[src/rtl/pipe_shifter.sv]
// Pipelined barrel shifter: SLL/SRL/SRA/ROL/ROR on a WIDTH-bit operand, with the
// log2(WIDTH) mux levels split across STAGES registered stages behind valid/ready.
module pipe_shifter #(
   parameter int WIDTH  = 32,
   parameter int STAGES = 2,
   parameter int TAGW   = 5,
   localparam int SHW   = $clog2(WIDTH)
) (
   input  logic             clock,
   input  logic             reset_n,
   input  logic             flush,
   input  logic             in_valid,
   output logic             in_ready,
   input  logic [WIDTH-1:0] data,
   input  logic [SHW-1:0]   shift,
   input  logic [2:0]       op,
   input  logic [TAGW-1:0]  tag_in,
   output logic             out_valid,
   input  logic             out_ready,
   output logic [WIDTH-1:0] result,
   output logic             zero,
   output logic [TAGW-1:0]  tag_out
);

   localparam logic [2:0] OP_SLL = 3'b000;
   localparam logic [2:0] OP_SRL = 3'b001;
   localparam logic [2:0] OP_SRA = 3'b010;
   localparam logic [2:0] OP_ROL = 3'b011;
   localparam logic [2:0] OP_ROR = 3'b100;

   // Index of the first mux level owned by stage s; the first SHW mod STAGES
   // stages each take one extra level. level_first(STAGES) == SHW.
   function automatic int level_first(input int s);
      int base;
      int extra;
      base  = SHW / STAGES;
      extra = SHW % STAGES;
      return s * base + ((s < extra) ? s : extra);
   endfunction

   // Applies mux levels [first, last) to x. Level j shifts by 2^(SHW-1-j) and is
   // selected by shift bit SHW-1-j. SRA refills from the original sign bit.
   function automatic logic [WIDTH-1:0] shift_levels(
      input logic [WIDTH-1:0] x,
      input logic [SHW-1:0]   sh,
      input logic [2:0]       kind,
      input logic             sign,
      input int               first,
      input int               last
   );
      logic [WIDTH-1:0] acc;
      logic [SHW-1:0]   sel;
      int               amt;
      acc = x;
      for (int j = 0; j < SHW; j++) begin
         amt = 1 << (SHW - 1 - j);
         sel = sh >> (SHW - 1 - j);
         if (j >= first && j < last && sel[0]) begin
            case (kind)
               OP_SLL:  acc = acc << amt;
               OP_SRL:  acc = acc >> amt;
               OP_SRA:  acc = (acc >> amt) | ({WIDTH{sign}} << (WIDTH - amt));
               OP_ROL:  acc = (acc << amt) | (acc >> (WIDTH - amt));
               OP_ROR:  acc = (acc >> amt) | (acc << (WIDTH - amt));
               default: acc = acc;
            endcase
         end
      end
      return acc;
   endfunction

   logic             valid_q [STAGES];
   logic             valid_d [STAGES];
   logic [WIDTH-1:0] data_q  [STAGES];
   logic [WIDTH-1:0] data_d  [STAGES];
   logic [SHW-1:0]   shift_q [STAGES];
   logic [SHW-1:0]   shift_d [STAGES];
   logic [2:0]       op_q    [STAGES];
   logic [2:0]       op_d    [STAGES];
   logic             sign_q  [STAGES];
   logic             sign_d  [STAGES];
   logic [TAGW-1:0]  tag_q   [STAGES];
   logic [TAGW-1:0]  tag_d   [STAGES];

   logic [STAGES:0]  ready_c;
   logic             in_ready_c;

   // Ready ripples back from the consumer; each stage then either loads from
   // its upstream neighbour (possibly a bubble), holds, or is cleared by flush.
   always_comb begin
      logic             src_valid;
      logic [WIDTH-1:0] src_data;
      logic [SHW-1:0]   src_shift;
      logic [2:0]       src_op;
      logic             src_sign;
      logic [TAGW-1:0]  src_tag;

      ready_c[STAGES] = out_ready;
      for (int s = STAGES - 1; s >= 0; s--) begin
         ready_c[s] = !valid_q[s] || ready_c[s + 1];
      end
      in_ready_c = ready_c[0] && !flush;

      valid_d = valid_q;
      data_d  = data_q;
      shift_d = shift_q;
      op_d    = op_q;
      sign_d  = sign_q;
      tag_d   = tag_q;

      for (int s = 0; s < STAGES; s++) begin
         if (s == 0) begin
            src_valid = in_valid && in_ready_c;
            src_data  = data;
            src_shift = shift;
            src_op    = op;
            src_sign  = data[WIDTH-1];
            src_tag   = tag_in;
         end else begin
            src_valid = valid_q[s - 1];
            src_data  = data_q[s - 1];
            src_shift = shift_q[s - 1];
            src_op    = op_q[s - 1];
            src_sign  = sign_q[s - 1];
            src_tag   = tag_q[s - 1];
         end

         if (flush) begin
            valid_d[s] = 1'b0;
         end else if (ready_c[s]) begin
            valid_d[s] = src_valid;
            if (src_valid) begin
               data_d[s]  = shift_levels(src_data, src_shift, src_op, src_sign,
                                         level_first(s), level_first(s + 1));
               shift_d[s] = src_shift;
               op_d[s]    = src_op;
               sign_d[s]  = src_sign;
               tag_d[s]   = src_tag;
            end
         end
      end
   end

   always_ff @(posedge clock or negedge reset_n) begin
      if (!reset_n) begin
         for (int s = 0; s < STAGES; s++) begin
            valid_q[s] <= 1'b0;
            data_q[s]  <= '0;
            shift_q[s] <= '0;
            op_q[s]    <= '0;
            sign_q[s]  <= 1'b0;
            tag_q[s]   <= '0;
         end
      end else begin
         valid_q <= valid_d;
         data_q  <= data_d;
         shift_q <= shift_d;
         op_q    <= op_d;
         sign_q  <= sign_d;
         tag_q   <= tag_d;
      end
   end

   // zero is qualified by out_valid so that it reads 0 straight out of reset.
   assign in_ready  = in_ready_c;
   assign out_valid = valid_q[STAGES-1];
   assign result    = data_q[STAGES-1];
   assign tag_out   = tag_q[STAGES-1];
   assign zero      = valid_q[STAGES-1] && (data_q[STAGES-1] == '0);

endmodule

[config.mk]
export PLATFORM = sky130hd
export DESIGN_NAME = pipe_shifter
export DESIGN_NICKNAME = d
export VERILOG_FILES = /design/src/rtl/pipe_shifter.sv
export SDC_FILE = /design/constraint.sdc
export NUM_CORES = 1
export LEC_CHECK = 0
export ABC_AREA = 1
export BUFFER_PORTS_ARGS = -buffer_cell sky130_fd_sc_hd__buf_2
export CORE_MARGIN = 4
export CORE_UTILIZATION = 54
export CTS_CLUSTER_DIAMETER = 50
export DETAILED_ROUTE_END_ITERATION = 6
export PLACE_DENSITY_LB_ADDON = 0.12
export RECOVER_POWER = 50
export REMOVE_ABC_BUFFERS = 1
export SKIP_CTS_REPAIR_TIMING = 1
export SLEW_MARGIN = 20
export SYNTH_ARGS = -nofsm -noshare
export SYNTH_HDL_FRONTEND = slang
export SYNTH_SLANG_ARGS = --single-unit
[constraint.sdc]
create_clock -name clock -period 1.57 [get_ports clock]
set_input_delay 0.157 -clock clock [delete_from_list [all_inputs] [get_ports clock]]
set_output_delay 0.157 -clock clock [all_outputs]
set_load 0.01 [all_outputs]
* Yosys cells after proc, flatten, opt, wreduce, memory -nomap -nowiden *
Cells that the tools add are included.

operators by class
  equality and inequality tests = 8
  mux-type cells = 23
  bitwise operators = 15
  reductions and logical operators = 16

operators by type and width
  kind                                           count
  one-hot mux 32 bit (5 select lines)            4
  two-way mux 32 bit                             14
  one-hot mux 32 bit (4 select lines)            1
  OR 16 x 32 -> 32 bit                           2
  OR 24 x 32 -> 32 bit                           2
  OR 28 x 32 -> 32 bit                           2
  OR 30 x 32 -> 32 bit                           2
  OR 31 x 32 -> 32 bit                           2
  zero test 32 bit                               1
  OR 32 x 1 -> 32 bit                            1
  OR 32 x 2 -> 32 bit                            1
  OR 32 x 4 -> 32 bit                            1
  OR 32 x 8 -> 32 bit                            1
  == test 3 x 2 -> 1 bit, second input constant  4
  == test 3 x 1 -> 1 bit, second input constant  2
  == test 3 bit, second input constant           2
  zero test 3 bit                                2
  AND reduction 3 bit                            2
  two-way mux 1 bit                              4
  nonzero test 2 bit                             2
  logical AND 1 bit                              3
  zero test 1 bit                                3
  logical OR 1 bit                               2
  OR reduction 2 bit                             1
  inverter 1 bit                                 1

storage, ports and cells
  bits in registers = 82
  input port bits = 50
  word-level logic and storage cells = 71

* Longest topological paths before layout *
Gate-level depths: netlist (run 1).

  depth after elaboration = 17
  mapped depth = 13
  gate-level depth less buffers = 12

* Least setup slack after synthesis (run 1) *
No wires, ideal clock.

  kind = register -> register
  start = register op_q[4] (netlist name)
  end = register data_q, in the netlist result[27]
  arrival = 1.557 ns
  required time = 1.447 ns
  path slack = -0.110 ns
  stages on the path, launching flop included = 10
  path buffers = 1
  clock period less this slack = 1.680 ns
  cells stage by stage = dfrtp_1 o21ai_2 nand2_1 inv_1 buf_2 o211ai_1 o21ai_0 o21ai_0 o21ai_0 nand2_1

between the ends
  cells in the longest elaborated chain, start to end = 9

ends and longest elaborated chain
  what                                                line  RTL
  start: declaration                                  78    logic [2:0] op_q [STAGES];
  start signal: assignment                            158   op_q <= op_d;
  == test 3 bit, or another cell as far along         59    case (kind)
  one-hot mux 32 bit (5 select lines)                 59
  two-way mux 32 bit                                  58    if (j >= first && j < last && sel[0]) begin
  two-way mux 32 bit                                  132   if (src_valid) begin
  two-way mux 32 bit                                  130   end else if (ready_c[s]) begin
  two-way mux 32 bit                                  128   if (flush) begin
  OR 31 x 32 -> 32 bit, or another cell as far along  64    OP_ROR: acc = (acc >> amt) | (acc << (WIDTH - amt));
  one-hot mux 32 bit (5 select lines)                 59
  two-way mux 32 bit *                                58
  end signal: assignment                              156   data_q <= data_d;
  end: declaration                                    74    logic [WIDTH-1:0] data_q [STAGES];

Every way passes the cells marked *; elsewhere a longest branch is shown, timed or not. The select of a mux whose other input is x is not followed.
A chain may end at the register's enable or synchronous reset.

* Worst setup path after layout (run 1) *
  start = register op_q[3] (netlist name)
  end = register data_q, in the netlist result[28]

Same word-level chain as after synthesis.

==> metrics, run 1 <==
Mapped Area 0.00709 mm²; Clock Skew 0.00618 ns; DR iter-0 viols 1,040; total congestion overflow 0; clk_lat worst skew 0.35 ns; Critical Path Sink Type register; warnings from Yosys 0; Overall Global Routing Usage 28.1%; Routed Antenna Nets 0; mean number of vias per cell 5.95; fin util 73.7%; Root Driver clkbuf_16; Rel. slew slack 31.9%; largest net degree at the start of global routing 83; H-Tree Level Count 3; vias in the first global route 7,218; Ports 90; Least-Margin Pin Slew 1.02 ns; number of buffers created by CTS 9; flops & latches, synth 82; area of the die 0.0150 mm²; class of the worst hold path input port to register; HPWL after DPL 15.2 mm; Initial Util 55.7%; Core Area 0.0127 mm²; CTS max path bufs 2; register area share after synthesis 28.9%; synth unique cells 34; global-route wire length before repair 34.6 mm; outcome complete, but fails checks; fraction of layout cells with a size suffix above 1 27.8%; Fin. Hold Viols 0; DRT Wirelength 24.9 mm; Arr. time, crit path 2.25 ns; pwr dens 1140 mW/mm²; max-cap viol count 0; unrepaired setup endpoints after global routing yes; # diodes 0; Req. time, crit path 1.80 ns; DRC 0; Die Ht 123 µm; Final Wtd Congestion 0.916; origin of the critical flop-to-flop path op_q[3]; hold depth 2; Pre-antenna DRT Iters 6; Hold WS 0.0237 ns; Avg Inst Size Synth 6.02 µm²; wire per inst 17.2 µm; antenna violations before repair 0; endpoints failing setup 33; PortBufs 89; DR vias 8,631; Crit Reg-Reg Endpoint result[28]; final period utilization 129%; CTS Sinks 82; peak supply drop 0.000575 V; area fraction of the dominant cell type after synthesis 28.9%; TritonCTS clock tree built; post-synth top area cell dfrtp_1; R2R Setup Slk -0.46 ns; Max Clk Rate 494 MHz; min-delay src flush; area grow syn2layout 32.2%; cell row count 41; Endpoint, Worst Hold valid_q[1]; synth top area cells dfrtp_1, nand2_1, nand3_1, a21oi_1, buf_4; Leak 4.73 nW; setup ws final -0.455 ns; worst-case reg-to-reg path depth 9; minimum clock period 2.03 ns; Die W 123 µm; pins over their slew limit 0; critical path type register to register; post-synthesis cell count 1,179; Crit Path Max Fanout 7; violated checks setup timing; clock slew at reported path FFs 0.06 ns; crit start category register; Nets 1,325
## synthesized netlist by cell type
master    count
o21ai_1       7
nand2_2       3
buf_2        23
o211ai_1      3
buf_4        39
nand2_4       1
o221ai_1     27
mux2_2        3
nand2_1     471
buf_1         5
or2_2         4
nor3b_1       1
buf_6         5
clkbuf_1     36
inv_1        73
nor4_1        6
nand3_2       1
o21ai_0      41
or4_1         2
nand4_1       1
a21oi_1      69
o21ai_4       1
nor2_1       44
a21oi_2       1
and2_0        1
nand3_1     217
nor3_1        1
inv_2         4
o21ai_2       2
nor2_2        2
dfrtp_1      82
nor2_8        1
a31oi_1       1
nor2_4        1
## report_power, final
group          switching, W  total (W)  internal (W)
Clock              0.000818    0.00217       0.00135
Combinational       0.00336    0.00552       0.00216
Sequential         0.000388    0.00301       0.00262
Total               0.00456     0.0107       0.00613
## registers in the layout, indices dropped and copies added, names as in the netlist
| register | flops |
|---|---|
| data_q | 32 |
| op_q | 3 |
| out_valid | 1 |
| result | 32 |
| shift_q | 2 |
| sign_q | 1 |
| tag_out | 5 |
| tag_q | 5 |
| valid_q | 1 |
## worst max path at each step
stage / from / end / slack [ns] / cells after the start
6_report: op_q[3] / result[28] / -0.46 / 9
5_1_grt: op_q[3] / result[28] / -0.51 / 9
4_1_cts: result[0] / zero / -0.35 / 5
3_5_place_dp: op_q[3] / result[28] / -0.23 / 10
3_3_place_gp: op_q[3] / result[28] / -0.20 / 10
2_1_floorplan: op_q[3] / result[30] / -1.43 / 10
## per-stage QoR
step,TNS [ns],cell area (µm²),setup WS [ns],power (W),instances
floorplan,-80.02,6470,-1.43,0.00528,1071
global placement,-7.04,8030,-0.203,0.00696,1420
detailed placement,-8.31,8030,-0.231,0.00701,1420
CTS,-7.07,8330,-0.355,0.00918,1435
global route,-11.20,9370,-0.510,0.0113,1451
finish,-8.90,9370,-0.455,0.0107,1451
## area by class of cell
cell class / instances / area (µm²)
flip-flops and latches: 82 / 2050
multi-input cells: 912 / 4870
clock inverters: 2 / 35.0
repair buffers: 193 / 1630
well taps: 172 / 215
inverters: 77 / 297
fillers: 1023 / 3350
clock buffers: 13 / 270
## cell usage in the layout, fill, tap and decap left out, types with 2 or more instances in the layout
| master | netlist | final |
|---|---|---|
| nand2_1 | 471 | 434 |
| nor2_2 | 2 | 7 |
| nand3_2 | 1 | 11 |
| nand2_4 | 1 | 5 |
| a21oi_2 | 1 | 22 |
| dfrtp_2 | 0 | 2 |
| mux2_2 | 3 | 3 |
| nor2_4 | 1 | 3 |
| o21ai_0 | 41 | 11 |
| inv_1 | 73 | 68 |
| o21ai_1 | 7 | 23 |
| clkbuf_1 | 36 | 4 |
| o221ai_2 | 0 | 9 |
| buf_2 | 23 | 85 |
| o211ai_1 | 3 | 3 |
| dfrtp_1 | 82 | 80 |
| buf_8 | 0 | 4 |
| inv_2 | 4 | 7 |
| nand2_2 | 3 | 36 |
| o221ai_4 | 0 | 17 |
| nor2_1 | 44 | 37 |
| nand3_1 | 217 | 206 |
| a21oi_1 | 69 | 46 |
| buf_12 | 0 | 21 |
| clkbuf_8 | 0 | 3 |
| a21oi_4 | 0 | 2 |
| o21ai_2 | 2 | 15 |
| buf_4 | 39 | 66 |
| clkbuf_16 | 0 | 14 |
| buf_6 | 5 | 7 |
| o21ai_4 | 1 | 2 |
| nor4_1 | 6 | 5 |
| or4_1 | 2 | 2 |
| or2_2 | 4 | 4 |
## layer usage
metal / global-route usage (%) / up-vias / wire length (µm)
li1: - / 4048 / -
met1: 39.3 / 3955 / 10100
met2: 46.3 / 540 / 11800
met3: 2.95 / 86 / 2100
met4: 8.05 / 2 / 939
met5: 0 / - / 34
## critical path, cell delays in order (launching register included)
cell      delay, ns
dfrtp_2        0.46
o21ai_4        0.28
nand2_2        0.15
clkinv_4       0.14
buf_12         0.16
o221ai_1       0.16
nand2_1        0.13
nor2_1         0.06
o21ai_1        0.28
nand2_1        0.09
## logic make-up (layout without fill, tap and decap cells)
kind of cell	after synthesis	count (layout)	share of synthesized area [%]
buf+inv	185	285	12.8
flops	82	82	28.9
compound gates	152	152	12.6
simple gates	757	757	45.2
mux	3	3	0.476
Power figures use the tool's default switching activity.
==> run 2, diff against run 1 <==
ABC_AREA = default   (was 1)
CORE_UTILIZATION = 55   (was 54)
==> run 2 against run 1 <==
Effect of this change:
- the run ends with DRC, hold timing, setup timing left
- highest routed layer is now met4
- critical endpoint is now result[30]
- final cell count grew 0.14%
- total power rose by 8.0%
- hold slack worse by 0.025 ns
- synthesized area is 11% higher
- design area up 26%
- sequential power rose by 13%
- global-route usage up 6.3 points
- clock power is 9% lower
==> metrics, run 2 <==
Root Driver clkbuf_16; cell family with most CP delay compound AO/OA/AOI/OAI gates; synth unique cells 79 (+130%); fraction of the mapped netlist area in simple logic gates 18.6% (-27 points); fraction of layout cells with a size suffix above 1 48.4% (+21 points); wire per inst 24.7 µm (+44%); Post-synth top cells nand2_1, a21oi_1, o21ai_0, dfrtp_1, nor2_1; Final Wtd Congestion 0.959 (+4.7%); H-Tree Level Count 3 (unchanged); clock slew at reported path FFs 0.07 ns (about the same); outcome complete, but fails checks; Area after DPL 0.00982 mm² (+22%); minimum clock period 2.15 ns (+0.122 ns); CP Cell Sequence buf_6 > o21ai_4 > nand2_4 > clkbuf_16 > a221o_1 > o211ai_1 > a21oi_1 > a221o_1; Routed Antenna Nets 0 (unchanged); largest net degree at the start of global routing 83 (unchanged); critical path type register to register; CTS Sinks 82 (unchanged); Synth Flop Type dfrtp_1; Pre-antenna DRT Iters 7 (+1); pwr dens 977 mW/mm² (-14%); global-route wire length before repair 45.5 mm (+31%); mux share of post-synthesis cell area 7.88% (+7.4 points); Die Ht 128 µm (+4.2%); pins over their slew limit 0 (unchanged); top-count cell post-synth nand2_1; worst-case reg-to-reg path depth 8 (-1); crit start category register; total congestion overflow 0 (unchanged); FFs w/ async S/R, synth 100% (unchanged); Synth Area in Compound Gates 37.6% (+25 points); antenna violations before repair 1 (+1); Crit Path Max Fanout 8 (+1); commonest non-fill, non-tap cell in the layout buf_4; M3 GR Usage 5.13% (+2.2 points); final period utilization 137% (+7.8 points); vias in the first global route 8,680 (+20%); Core Area 0.0140 mm² (+10%); grt met1 use 47.1% (+7.8 points); HPWL after DPL 21.6 mm (+42%); warnings from Yosys 0 (unchanged); largest family of logic cells by synthesized area compound AO/OA/AOI/OAI gates; clk_lat worst skew 0.35 ns (about the same); dpl cells 1,381 (-2.7%); area share of xor/xnor cells in the synthesized design 0.222% (+0.22 points); EDFF count, synth 0 (unchanged); most used cell, CP a221o_1; Arr. time, crit path 2.37 ns (+0.12 ns); DR iter-0 viols 1,751 (+68%); flops & latches, synth 82 (unchanged); Initial Util 56.4% (+0.68 points); max-cap viol count 0 (unchanged); synth top area cells dfrtp_1, a21oi_1, o21ai_0, mux4_2, nand2_1; met2 usage 55.3% (+9.0 points); Fin. Hold Viols 1 (+1); CP max stage cell dfrtp_1; Max Clk Rate 466 MHz (-5.7%); most frequent cells in the layout buf_4, nand2_1, buf_2; pre-CTS setup slack -0.513 ns (-0.282 ns); endpoints failing setup 66 (+100%); area of the die 0.0163 mm² (+8.6%); mean number of vias per cell 7.27 (+22%); number of cells on the critical path 8 (-1); post-route insts no fill 1,453 (+0.14%); Least-Margin Pin Slew 1.06 ns (+0.0340 ns); area grow syn2layout 49.7%; max incr delay on CP 0.42 ns (-0.04 ns); Avg Inst Size Synth 7.87 µm² (+31%); post-synth top area cell dfrtp_1; hold depth 3 (+1); Buf/Inv on CP 2 (unchanged); Clock Skew 0.0108 ns (+0.00462 ns); peak supply drop 0.000568 V (-1.3%); Mapped Area 0.00789 mm² (+11%); unrepaired setup endpoints after global routing yes; Req. time, crit path 1.79 ns (about the same); DR vias 10,600 (+22%); Critical Path Sink Type register; DRT Wirelength 36.0 mm (+44%); Ports 90 (unchanged); Nets 1,317 (-0.60%); Setup TNS -18.10 ns (-9.20 ns); Leak 4.89 nW (+3.5%); DRC 9 (+9); post-synthesis cell count 1,003 (-15%); Rel. slew slack 29.6% (-2.3 points); setup ws final -0.577 ns (-0.122 ns); Hold WS -0.00181 ns (-0.0255 ns); number of buffers created by CTS 9 (unchanged); area fraction of the dominant cell type after synthesis 26.0% (-2.9 points); cell row count 43 (+4.9%); CTS max path bufs 2 (unchanged); Overall Global Routing Usage 34.4% (+6.3 points); Post-Synth Adder-Cell Area 0% (unchanged); register area share after synthesis 26.0% (-2.9 points); TritonCTS clock tree built; violated checks DRC, hold timing, setup timing; Die W 128 µm (+4.2%); PortBufs 89 (unchanged); class of the worst hold path input port to register; Top Usage Layer GRT met2; fin area 0.0118 mm² (+26%); fin util 84.4% (+11 points)
## run 2: cell count changes after synthesis, moves of 34 or more
cell / before / now
inv_1: 73 / 6
nand2_1: 471 / 109
nand3_1: 217 / 21
nor3_1: 1 / 35
o21ai_0: 41 / 99
## run 2: power breakdown
part | internal [W] | switching (W)
Sequential | 0.00262 | 0.000774
Clock | 0.00111 | 0.000871
Combinational | 0.00287 | 0.00329
Total | 0.00661 | 0.00494
## run 2: final timing paths
check                                from  slack, ns    endpoint
worst max register to register    op_q[3]      -0.58  result[30]
worst min register to register   tag_q[9]       0.47    tag_q[9]
worst max-delay path              op_q[3]      -0.58  result[30]
worst min-delay path            tag_in[2]     -0.002    tag_q[7]
min in group asynchronous         reset_n       0.65   out_valid
max in group asynchronous         reset_n       0.24  data_q[52]
## run 2: cell type report
type | count | area, µm²
multi-input combinational | 784 | 6080
timing repair buffer | 382 | 3150
fill | 761 | 2180
sequential | 82 | 2050
clock buffer | 12 | 246
tap | 180 | 225
inverter | 8 | 33.8
clock inverter | 4 | 27.5
antenna | 1 | 2.50
## run 2: logic make-up after synthesis
| group | count (synthesis) |
|---|---|
| mux | 34 |
| compound gates | 437 |
| flops | 82 |
| buf+inv | 138 |
| xor+xnor | 2 |
| simple gates | 310 |
## run 2: per-stage QoR
step | hold slack, ns | power (W)
6_report | -0.00181 | 0.0115
2_1_floorplan | -0.139 | 0.00565
3_3_place_gp | 0.214 | 0.00800
5_1_grt | 0.0119 | 0.0120
4_1_cts | -0.142 | 0.0101
3_5_place_dp | 0.217 | 0.00809
## run 2: worst reg2reg max path: stages, from the launching register on
cell	delay [ns]
dfrtp_1	0.42
buf_6	0.16
o21ai_4	0.23
nand2_4	0.15
clkbuf_16	0.20
a221o_1	0.28
o211ai_1	0.16
a21oi_1	0.14
a221o_1	0.28
## run 2: metal layers
metal	routed length, µm	share of wire [%]
met5	0	0
met4	3020	8.4
met3	4020	11
met2	16200	45
met1	12700	35
==> run 3, diff against run 2 <==
CORE_UTILIZATION = 56   (was 55)
REMOVE_ABC_BUFFERS = default   (was 1)
clock period = 2 ns   (was 1.57 ns; I/O delays follow)
==> run 3 against run 2 <==
Effect of this change:
- the flow finishes with violations (DRC)
- die area fell by 1.7%
- hold slack improved by 0.043 ns
- clock skew fell by 0.0041 ns
- sequential cell count did not move
- clock power barely moved
- design area fell by 17%
- combinational power fell by 41%
- via count fell by 13%
- core utilization fell by 13 points
- sequential share of layout area rose by 3.4 points
- critical path type unchanged
==> metrics, run 3 (synthesis gave the netlist of run 2 again) <==
outcome complete, but fails checks; violated checks DRC; Critical Path Sink Type register; Core Area 0.0138 mm² (-1.2%); switching share of power 39.0% (-3.8 points); Die W 127 µm (-0.84%); dpl cells 1,325 (-4.1%); Fin. Hold Viols 0 (-1); vias in the first global route 8,451 (-2.6%); Final Wtd Congestion 0.953 (-0.58%); max incr delay on CP 0.40 ns (-0.02 ns); commonest non-fill, non-tap cell in the layout buf_4; NetSw 0.00321 W (-35%); Buf/Inv on CP 3 (+1); crit start category register; most frequent cells in the layout buf_4, nand2_1, a21oi_1; fin util 71.3% (-13 points); Initial Util 57.1% (+0.66 points); minimum clock period 1.98 ns (-0.162 ns); Rel. slew slack 39.6% (+9.9 points); fin area 0.00986 mm² (-17%); Comb power frac 44.4% (-9.0 points); cell family with most CP delay compound AO/OA/AOI/OAI gates; Least-Margin Pin Slew 0.906 ns (-0.149 ns); Req. time, crit path 2.22 ns (+0.43 ns); pwr dens 835 mW/mm² (-15%); internal power 0.00502 W (-24%); Die Ht 127 µm (-0.84%); fraction of layout cells with a size suffix above 1 30.1% (-18 points); area grow syn2layout 25.0%; CTS max path bufs 2 (unchanged); Hold WS 0.0412 ns (+0.0430 ns); Arr. time, crit path 2.20 ns (-0.17 ns); Routed Antenna Nets 0 (unchanged); CP max stage cell dfrtp_1; area of the die 0.0161 mm² (-1.7%); Clock power frac 23.7% (+6.5 points); pins over their slew limit 0 (unchanged); global-route wire length before repair 45.8 mm (+0.70%); antenna violations before repair 0 (-1); cell row count 43 (unchanged); Ports 90 (unchanged); clk_lat worst skew 0.35 ns (about the same); total congestion overflow 0 (unchanged); DR iter-0 viols 1,546 (-12%); Post-Syn Nets 1,053; DRT Wirelength 29.0 mm (-19%); peak supply drop 0.000468 V (-17%); Overall Global Routing Usage 35.2% (+0.74 points); HPWL after DPL 21.6 mm (-0.11%); class of the worst hold path input port to register; H-Tree Level Count 3 (unchanged); post-route insts no fill 1,347 (-7.3%); CTS Sinks 82 (unchanged); Crit Path Max Fanout 25 (+17); Pre-antenna DRT Iters 7 (unchanged); Max Clk Rate 504 MHz (+8.2%); number of buffers created by CTS 9 (unchanged); DR vias 9,179 (-13%); largest net degree at the start of global routing 49 (-41%); critical path type register to register; Nets 1,212 (-8.0%); Leak 4.11 nW (-16%); Root Driver clkbuf_16; most used cell, CP buf_4; R2R Setup Slk 0.02 ns (+0.59 ns); mean number of vias per cell 6.81 (-6.3%); clock slew at reported path FFs 0.06 ns (about the same); Area after DPL 0.00937 mm² (-4.5%); sequential power share 31.9% (+2.5 points); DRC 1 (-8); Final Power 0.00823 W (-29%); Clock Skew 0.00672 ns (-0.00409 ns); PortBufs 89 (unchanged); final period utilization 99.2% (-38 points); TritonCTS clock tree built; CP Cell Sequence xnor2_1 > buf_4 > and2_4 > buf_12 > buf_4 > a221oi_2 > nor3_1 > a21oi_1 > o21ai_0; endpoints failing setup 0 (-100%); # diodes 0 (-1); wire per inst 21.5 µm (-13%); max-cap viol count 0 (unchanged)
-- run 3: worst paths after layout --
path	cells past startpoint	startpoint	to
setup / recovery	9	op_q[3]	result[4]
hold / removal	3	shift[1]	shift_q[6]
setup reg to reg	9	op_q[3]	result[4]
hold reg to reg	2	tag_q[5]	tag_out[0]
max in group asynchronous	3	reset_n	tag_out[1]
min in group asynchronous	2	reset_n	result[19]
-- run 3: final cells by class --
cell class / instances / area (µm²)
sequential: 82 / 2050
fill: 1148 / 3960
clock inverter: 4 / 98.8
multi-input combinational: 783 / 5170
timing repair buffer: 278 / 2040
tap: 180 / 225
inverter: 8 / 30.0
clock buffer: 12 / 246
-- run 3: stage by stage --
step	worst slack, ns	setup TNS (ns)
floorplan	0.0330	0
global placement	-0.130	-1.44
detailed placement	-0.183	-1.98
CTS	-0.0542	-0.213
global route	-0.0727	-0.0883
finish	0.0153	0
-- run 3: routing by layer --
metal	GRT usage, %	routed length, µm
met1	48.9	11700
met2	54.5	13300
met3	5.26	2810
met4	15.6	1230
met5	0	0
-- run 3: tightest hold or removal path: stages --
cell and delay (ns):
buf_2 0.08, nand2_1 0.04, nand2_1 0.04
-- run 3: power groups by stage --
stage	logic, W	clock network (W)	registers (W)
floorplan	0.00250	0	0.00241
global placement	0.00343	0	0.00259
detailed placement	0.00348	0	0.00261
CTS	0.00350	0.00196	0.00258
global route	0.00393	0.00203	0.00268
finish	0.00365	0.00195	0.00263
